## config.mk

```make
export PLATFORM = sky130hd
export DESIGN_NAME = ifu_prefetch
export DESIGN_NICKNAME = d
export VERILOG_FILES = /design/src/rtl/ifu_prefetch_pkg.sv /design/src/rtl/ifu_fifo.sv /design/src/rtl/ifu_prefetch.sv
export SDC_FILE = /design/constraint.sdc
export NUM_CORES = 1
export LEC_CHECK = 0
export BUFFER_PORTS_ARGS = -buffer_cell sky130_fd_sc_hd__buf_2
export CAP_MARGIN = 5
export CORE_UTILIZATION = 48
export CTS_CLUSTER_SIZE = 30
export DETAILED_ROUTE_END_ITERATION = 10
export HOLD_SLACK_MARGIN = 0.05
export PLACE_DENSITY_LB_ADDON = 0.08
export SYNTH_ARGS = -nofsm -noshare
export SYNTH_HDL_FRONTEND = slang
export SYNTH_SLANG_ARGS = --single-unit
export TNS_END_PERCENT = 10
```

## constraint.sdc

```tcl
create_clock -name clk -period 3.7 [get_ports clk]
set_input_delay 0.185 -clock clk [delete_from_list [all_inputs] [get_ports clk]]
set_output_delay 0.185 -clock clk [all_outputs]
set_load 0.005 [all_outputs]
```

## src/rtl/ifu_prefetch_pkg.sv

```systemverilog
// Shared types and constants for the instruction prefetch unit.
package ifu_prefetch_pkg;
  localparam int unsigned ADDR_W = 32;
  localparam int unsigned INST_W = 32;
  localparam logic [INST_W-1:0] NOP_INST = 32'h0000_0013;

  typedef enum logic {BOOT, RUN} pf_state_e;

  function automatic logic [ADDR_W-1:0] word_align(input logic [ADDR_W-1:0] a);
    return {a[ADDR_W-1:2], 2'b00};
  endfunction
endpackage

```

## src/rtl/ifu_fifo.sv

```systemverilog
// Synchronous instruction buffer; flush empties it in one cycle.
module ifu_fifo #(
  parameter int WIDTH = 32,
  parameter int DEPTH = 4,
  localparam int AW = $clog2(DEPTH)
) (
  input  logic             clk,
  input  logic             rst,
  input  logic             push,
  input  logic [WIDTH-1:0] din,
  input  logic             pop,
  input  logic             flush,
  output logic [AW:0]      count,
  output logic [WIDTH-1:0] head
);
  localparam logic [AW:0] FULL = (AW+1)'(DEPTH);
  localparam logic [AW:0] ONE  = (AW+1)'(1);

  logic [DEPTH-1:0][WIDTH-1:0] mem;
  logic [AW-1:0] rd_ptr, wr_ptr;
  logic do_push, do_pop;

  assign do_push = push & (count != FULL);
  assign do_pop  = pop & (count != '0);
  assign head    = mem[rd_ptr];

  always_ff @(posedge clk) begin
    if (do_push && !flush) mem[wr_ptr] <= din;
  end

  always_ff @(posedge clk or negedge rst) begin
    if (!rst) begin
      rd_ptr <= '0;
      wr_ptr <= '0;
      count  <= '0;
    end else if (flush) begin
      rd_ptr <= '0;
      wr_ptr <= '0;
      count  <= '0;
    end else begin
      if (do_push) wr_ptr <= wr_ptr + 1'b1;
      if (do_pop)  rd_ptr <= rd_ptr + 1'b1;
      case ({do_push, do_pop})
        2'b10:   count <= count + ONE;
        2'b01:   count <= count - ONE;
        default: ;
      endcase
    end
  end
endmodule

```

## src/rtl/ifu_prefetch.sv

```systemverilog
// Sequential instruction prefetcher: credit-limited issue, in-order response buffering,
// redirect flush with discard of in-flight responses.
module ifu_prefetch
  import ifu_prefetch_pkg::*;
#(
  parameter int               DEPTH    = 4,
  parameter logic [ADDR_W-1:0] RESET_PC = 32'h0000_0000
) (
  input  logic              clk,
  input  logic              rst,
  input  logic              flush_i,
  input  logic [ADDR_W-1:0] flush_pc_i,
  output logic              mem_req_o,
  output logic [ADDR_W-1:0] mem_addr_o,
  input  logic              mem_gnt_i,
  input  logic              mem_rvalid_i,
  input  logic [INST_W-1:0] mem_rdata_i,
  output logic              inst_valid_o,
  input  logic              inst_ready_i,
  output logic [ADDR_W-1:0] inst_pc_o,
  output logic [INST_W-1:0] inst_o
);
  localparam int AW = $clog2(DEPTH);
  localparam logic [AW:0] CREDITS = (AW+1)'(DEPTH);
  localparam logic [AW:0] ONE     = (AW+1)'(1);

  pf_state_e         state, state_n;
  logic [ADDR_W-1:0] fetch_addr, out_pc;
  logic [AW:0]       outstanding, discard, count;
  logic [AW+1:0]     inflight;
  logic [INST_W-1:0] head;
  logic              gnt_fire, rsp_ok, rsp_drop, push, pop;

  // Credits use registered occupancy only; a pop this cycle frees a slot next cycle.
  assign inflight = {1'b0, outstanding} + {1'b0, count};

  always_comb begin
    state_n   = state;
    mem_req_o = 1'b0;
    case (state)
      BOOT: state_n = RUN;
      RUN:  mem_req_o = ~flush_i & (inflight < {1'b0, CREDITS});
    endcase
  end

  // Responses with nothing outstanding are protocol errors and are ignored.
  assign gnt_fire = mem_req_o & mem_gnt_i;
  assign rsp_ok   = mem_rvalid_i & (outstanding != '0);
  assign rsp_drop = rsp_ok & (discard != '0);
  assign push     = rsp_ok & ~rsp_drop & ~flush_i;
  assign pop      = inst_valid_o & inst_ready_i & ~flush_i;

  assign mem_addr_o   = fetch_addr;
  assign inst_valid_o = (count != '0);
  assign inst_pc_o    = out_pc;
  assign inst_o       = inst_valid_o ? head : NOP_INST;

  always_ff @(posedge clk or negedge rst) begin
    if (!rst) begin
      state       <= BOOT;
      fetch_addr  <= RESET_PC;
      out_pc      <= RESET_PC;
      outstanding <= '0;
      discard     <= '0;
    end else begin
      state <= state_n;
      case ({gnt_fire, rsp_ok})
        2'b10:   outstanding <= outstanding + ONE;
        2'b01:   outstanding <= outstanding - ONE;
        default: ;
      endcase
      if (flush_i) begin
        // Every response still owed after this cycle belongs to the old stream.
        fetch_addr <= word_align(flush_pc_i);
        out_pc     <= word_align(flush_pc_i);
        discard    <= rsp_ok ? outstanding - ONE : outstanding;
      end else begin
        if (gnt_fire) fetch_addr <= fetch_addr + 32'd4;
        if (pop)      out_pc     <= out_pc + 32'd4;
        if (rsp_drop) discard    <= discard - ONE;
      end
    end
  end

  ifu_fifo #(.WIDTH(INST_W), .DEPTH(DEPTH)) u_buf (
    .clk   (clk),
    .rst   (rst),
    .push  (push),
    .din   (mem_rdata_i),
    .pop   (pop),
    .flush (flush_i),
    .count (count),
    .head  (head)
  );

  a_rvalid_owed: assert property (@(posedge clk) disable iff (!rst)
    mem_rvalid_i |-> (outstanding != '0));
endmodule

```

==> impl_metrics.py <==
metrics = {
    "run_status": {
        "status": "complete, no violations",
    },
    "floorplan": {
        "die_h_um": 141,
        "rows": 50,
        "pin_count": 168,
        "die_width_um": 141,
        "die_area_sq_um": 19900,
        "coreArea_sq_um": 18800,
        "start_util_pct": 49.2,
    },
    "hold_path": {
        "hp-class": "input port to register",
        "holdPathEnd": "inst_pc_o[22]",
        "holdCritStartpoint": "flush_pc_i[22]",
        "holdPathStages": 3,
    },
    "setup_path": {
        "cp-start-kind": "register",
        "critical_path_arrival_ns": 3.16,
        "slowest_delay_ns": 0.72,
        "path_delay_family": "simple AND/OR/NAND/NOR gates",
        "crit_fanout": 24,
        "crit_type": "register to register",
        "reg2reg_from": "outstanding[0]",
        "critPathCaptureType": "register",
        "required_ns": 3.90,
        "reg2reg_slack_ns": 0.74,
        "crit_buf_inv": 2,
        "cp_slowest_cell": "and3_2",
        "reg2reg_depth": 7,
        "r2r_end": "u_buf.mem[58]",
        "path_cells": "inv_1 > ha_1 > ha_1 > nand2b_1 > nor3_2 > and3_2 > buf_4",
        "crit_top_cell": "ha_1",
    },
    "logic_synthesis": {
        "synth_area_leaders": "edfxtp_1 41%, dfrtp_1 20%, mux4_2 7.8%",
        "ys_types": 63,
        "ys_seq_elements": 202,
        "synth_cells": 691,
        "synth_top_area_share_pct": 41.5,
        "post_synth.cell_area_avg_sq_um": 13.4,
        "synthArstFlopShare_pct": 36.6,
        "yosysTopAreaCell": "edfxtp_1",
        "synthFlopType": "edfxtp_1",
        "ys_warn_count": 0,
        "synth_edf_count": 128,
        "ys_seq_area_share_pct": 61.4,
        "syn-cell-area_sq_um": 9270,
    },
    "final_layout": {
        "n_antenna_cell": 0,
        "multi_input_area_sq_um": 3320,
        "fillers": 1495,
        "layout_common_cells": "161 x buf_2, 128 x edfxtp_1, 72 x dfrtp_1, 61 x nand2_1, 61 x dlygate4sd3_1",
        "final_common_cell": "buf_2",
        "nNetsFinal": 1005,
        "final_util_pct": 62.0,
        "drive_gt1_share_pct": 28.6,
        "regArea_sq_um": 5700,
        "syn_to_final_growth_pct": 25.9,
    },
    "global_routing": {
        "grt_usage_pct": 22.5,
        "grt_pass1_vias": 6433,
        "grt_max_degree": 61,
        "grt_overflow": 0,
        "top_usage_layer": "met2",
        "use_met2_pct": 37.6,
        "use_met1_pct": 29.8,
        "met3_usage_pct": 4.01,
        "antenna_found_initial": 0,
        "grt_pass1_wl_mm": 34.5,
    },
    "clocking": {
        "clk_latency_ns": 0.50,
        "cts_max_path_buffers": 3,
        "root_buffer": "clkbuf_16",
        "clock-sinks": 202,
        "cts_buffers": 22,
        "h-tree-depth": 1,
        "clk_pin_slew_ns": 0.07,
        "ctsResizeCount": 0,
        "cts_tree": "done",
    },
    "power": {
        "clkPwrFrac_pct": 33.5,
        "p_int_w": 0.00465,
        "p_total_w": 0.00652,
        "ir_worst_vdd_v": 0.000426,
        "p_comb_share_pct": 23.0,
        "pwr_density_cell_nw_per_um2": 559,
        "p_sw_share_pct": 28.7,
        "p_leak_nw": 4.50,
        "power_switching_w": 0.00187,
        "p_seq_share_pct": 43.5,
    },
    "sta": {
        "finalCritPeriodShare_pct": 80.1,
        "slew_viol_final": 0,
        "maxSlewHeadroom_pct": 29.5,
        "max_freq_ghz": 0.337,
        "clock_skew_ns": 0.0210,
        "setup_tns_ns": 0,
        "hold_viol_final": 0,
        "min_period_ns": 2.96,
        "hold-worst-slack_ns": 0.0735,
        "worst-slew-pin-transition_ns": 1.05,
        "setup_viol": 0,
        "rsz0062_at_grt": "no",
    },
    "placement": {
        "place_hpwl_mm": 14.8,
        "gp_congestion": 0.869,
        "portBuffers": 161,
    },
    "drt": {
        "routed_wl_mm": 22.1,
        "drt.antenna.violating_nets": 0,
        "dr.pass1.iters": 5,
        "drtIter0Drc": 411,
        "via_count": 6557,
        "wl_per_cell_um": 18.5,
        "drc_errors": 0,
        "viasPerCell": 5.48,
    },
    "job": {
        "max_cap_viol_count": 0,
    },
}
==> synth_stat cells (all sizes together) (3+ instances only) <==
cell / n
xnor2: 18
inv: 19
and3: 13
buf: 14
and4: 3
nor2: 25
a21oi: 8
or2: 3
xor2: 21
nor3b: 3
o21ai: 43
nand4: 20
o211ai: 14
a21boi: 5
ha: 14
mux4: 32
a31oi: 7
nand2b: 6
or4: 3
nand3: 40
dfrtp: 74
clkbuf: 21
nand2: 61
nor3: 13
or3: 4
nor4: 9
and2: 34
o311ai: 11
mux2i: 4
edfxtp: 128
==> final cells by class <==
type	instances	area share, %
Timing Repair Buffer	238	13.2
Sequential cell	202	48.8
Clock buffer	30	5.24
Clock inverter	10	0.911
Inverter	19	0.611
Tap cell	260	2.79
Multi-Input combinational cell	437	28.5
==> flip-flops by register name (all words and copies together) (netlist names) <==
register and flops:
outstanding 3, state 1, mem_addr_o 30, discard 3, u_buf.rd_ptr 2, u_buf.count 3
inst_pc_o 30, u_buf.mem 128, u_buf.wr_ptr 2
==> layer usage <==
layer | up-vias | part of all wire (%)
li1 | 3059 | -
met5 | - | 0
met3 | 42 | 6.3
met4 | 0 | 2.6
met1 | 3234 | 43
met2 | 222 | 48
==> worst reg2reg max path: cells and delay by family, from the launching register on <==
kind,cells,cell delay [ns]
buffers and inverters,2,0.37
and+or+nand+nor,3,1.50
adders and majority gates,2,0.36
DFF,1,0.43
==> worst max-delay path by stage <==
| stage | cells after the start | slack, ns | start | endpoint |
|---|---|---|---|---|
| after floorplan | 6 | 0.97 | outstanding[0] | u_buf.mem[64] |
| after global placement | 7 | 0.79 | outstanding[0] | u_buf.mem[58] |
| after detailed placement | 7 | 0.70 | outstanding[0] | u_buf.mem[62] |
| after CTS | 7 | 0.69 | outstanding[0] | u_buf.mem[58] |
| after global routing | 4 | 0.46 | u_buf.count[0] | inst_o[22] |
| final | 7 | 0.74 | outstanding[0] | u_buf.mem[58] |
==> metrics by stage <==
stage                     setup WS [ns]  instance area [sq um]  cells
after floorplan                   0.969                   9280    694
after detailed placement          0.705                  10300   1095
after global routing              0.460                  11700   1196
after global placement            0.793                  10300   1095
after CTS                         0.692                  11700   1196
final                             0.735                  11700   1196
==> timing repair <==
| item | 4_1_cts | 5_1_grt |
|---|---|---|
| buffers inserted | 0 | 0 |
| hold buffers | 61 | 0 |
| endpoints found under the hold margin | 198 | 0 |
==> power groups by stage <==
stage / combinational, W / sequential (W) / clock [W]
after global routing: 0.00167 / 0.00288 / 0.00230
after detailed placement: 0.00147 / 0.00288 / 0
after global placement: 0.00143 / 0.00287 / 0
after floorplan: 0.00101 / 0.00276 / 0
after CTS: 0.00152 / 0.00284 / 0.00222
final: 0.00150 / 0.00284 / 0.00218
==> cell families (layout without fill, tap and decap cells) <==
family,count (synthesis),count (layout),synth area share (%)
mux,38,38,8.45
xor+xnor,39,39,3.68
simple gates,242,242,14.6
fa+ha+maj,15,15,2.11
buf+inv,55,297,2.93
other cells,2,5,0.0810
compound gates,98,98,6.69
flops,202,202,61.4
Power figures use the tool's default switching activity.
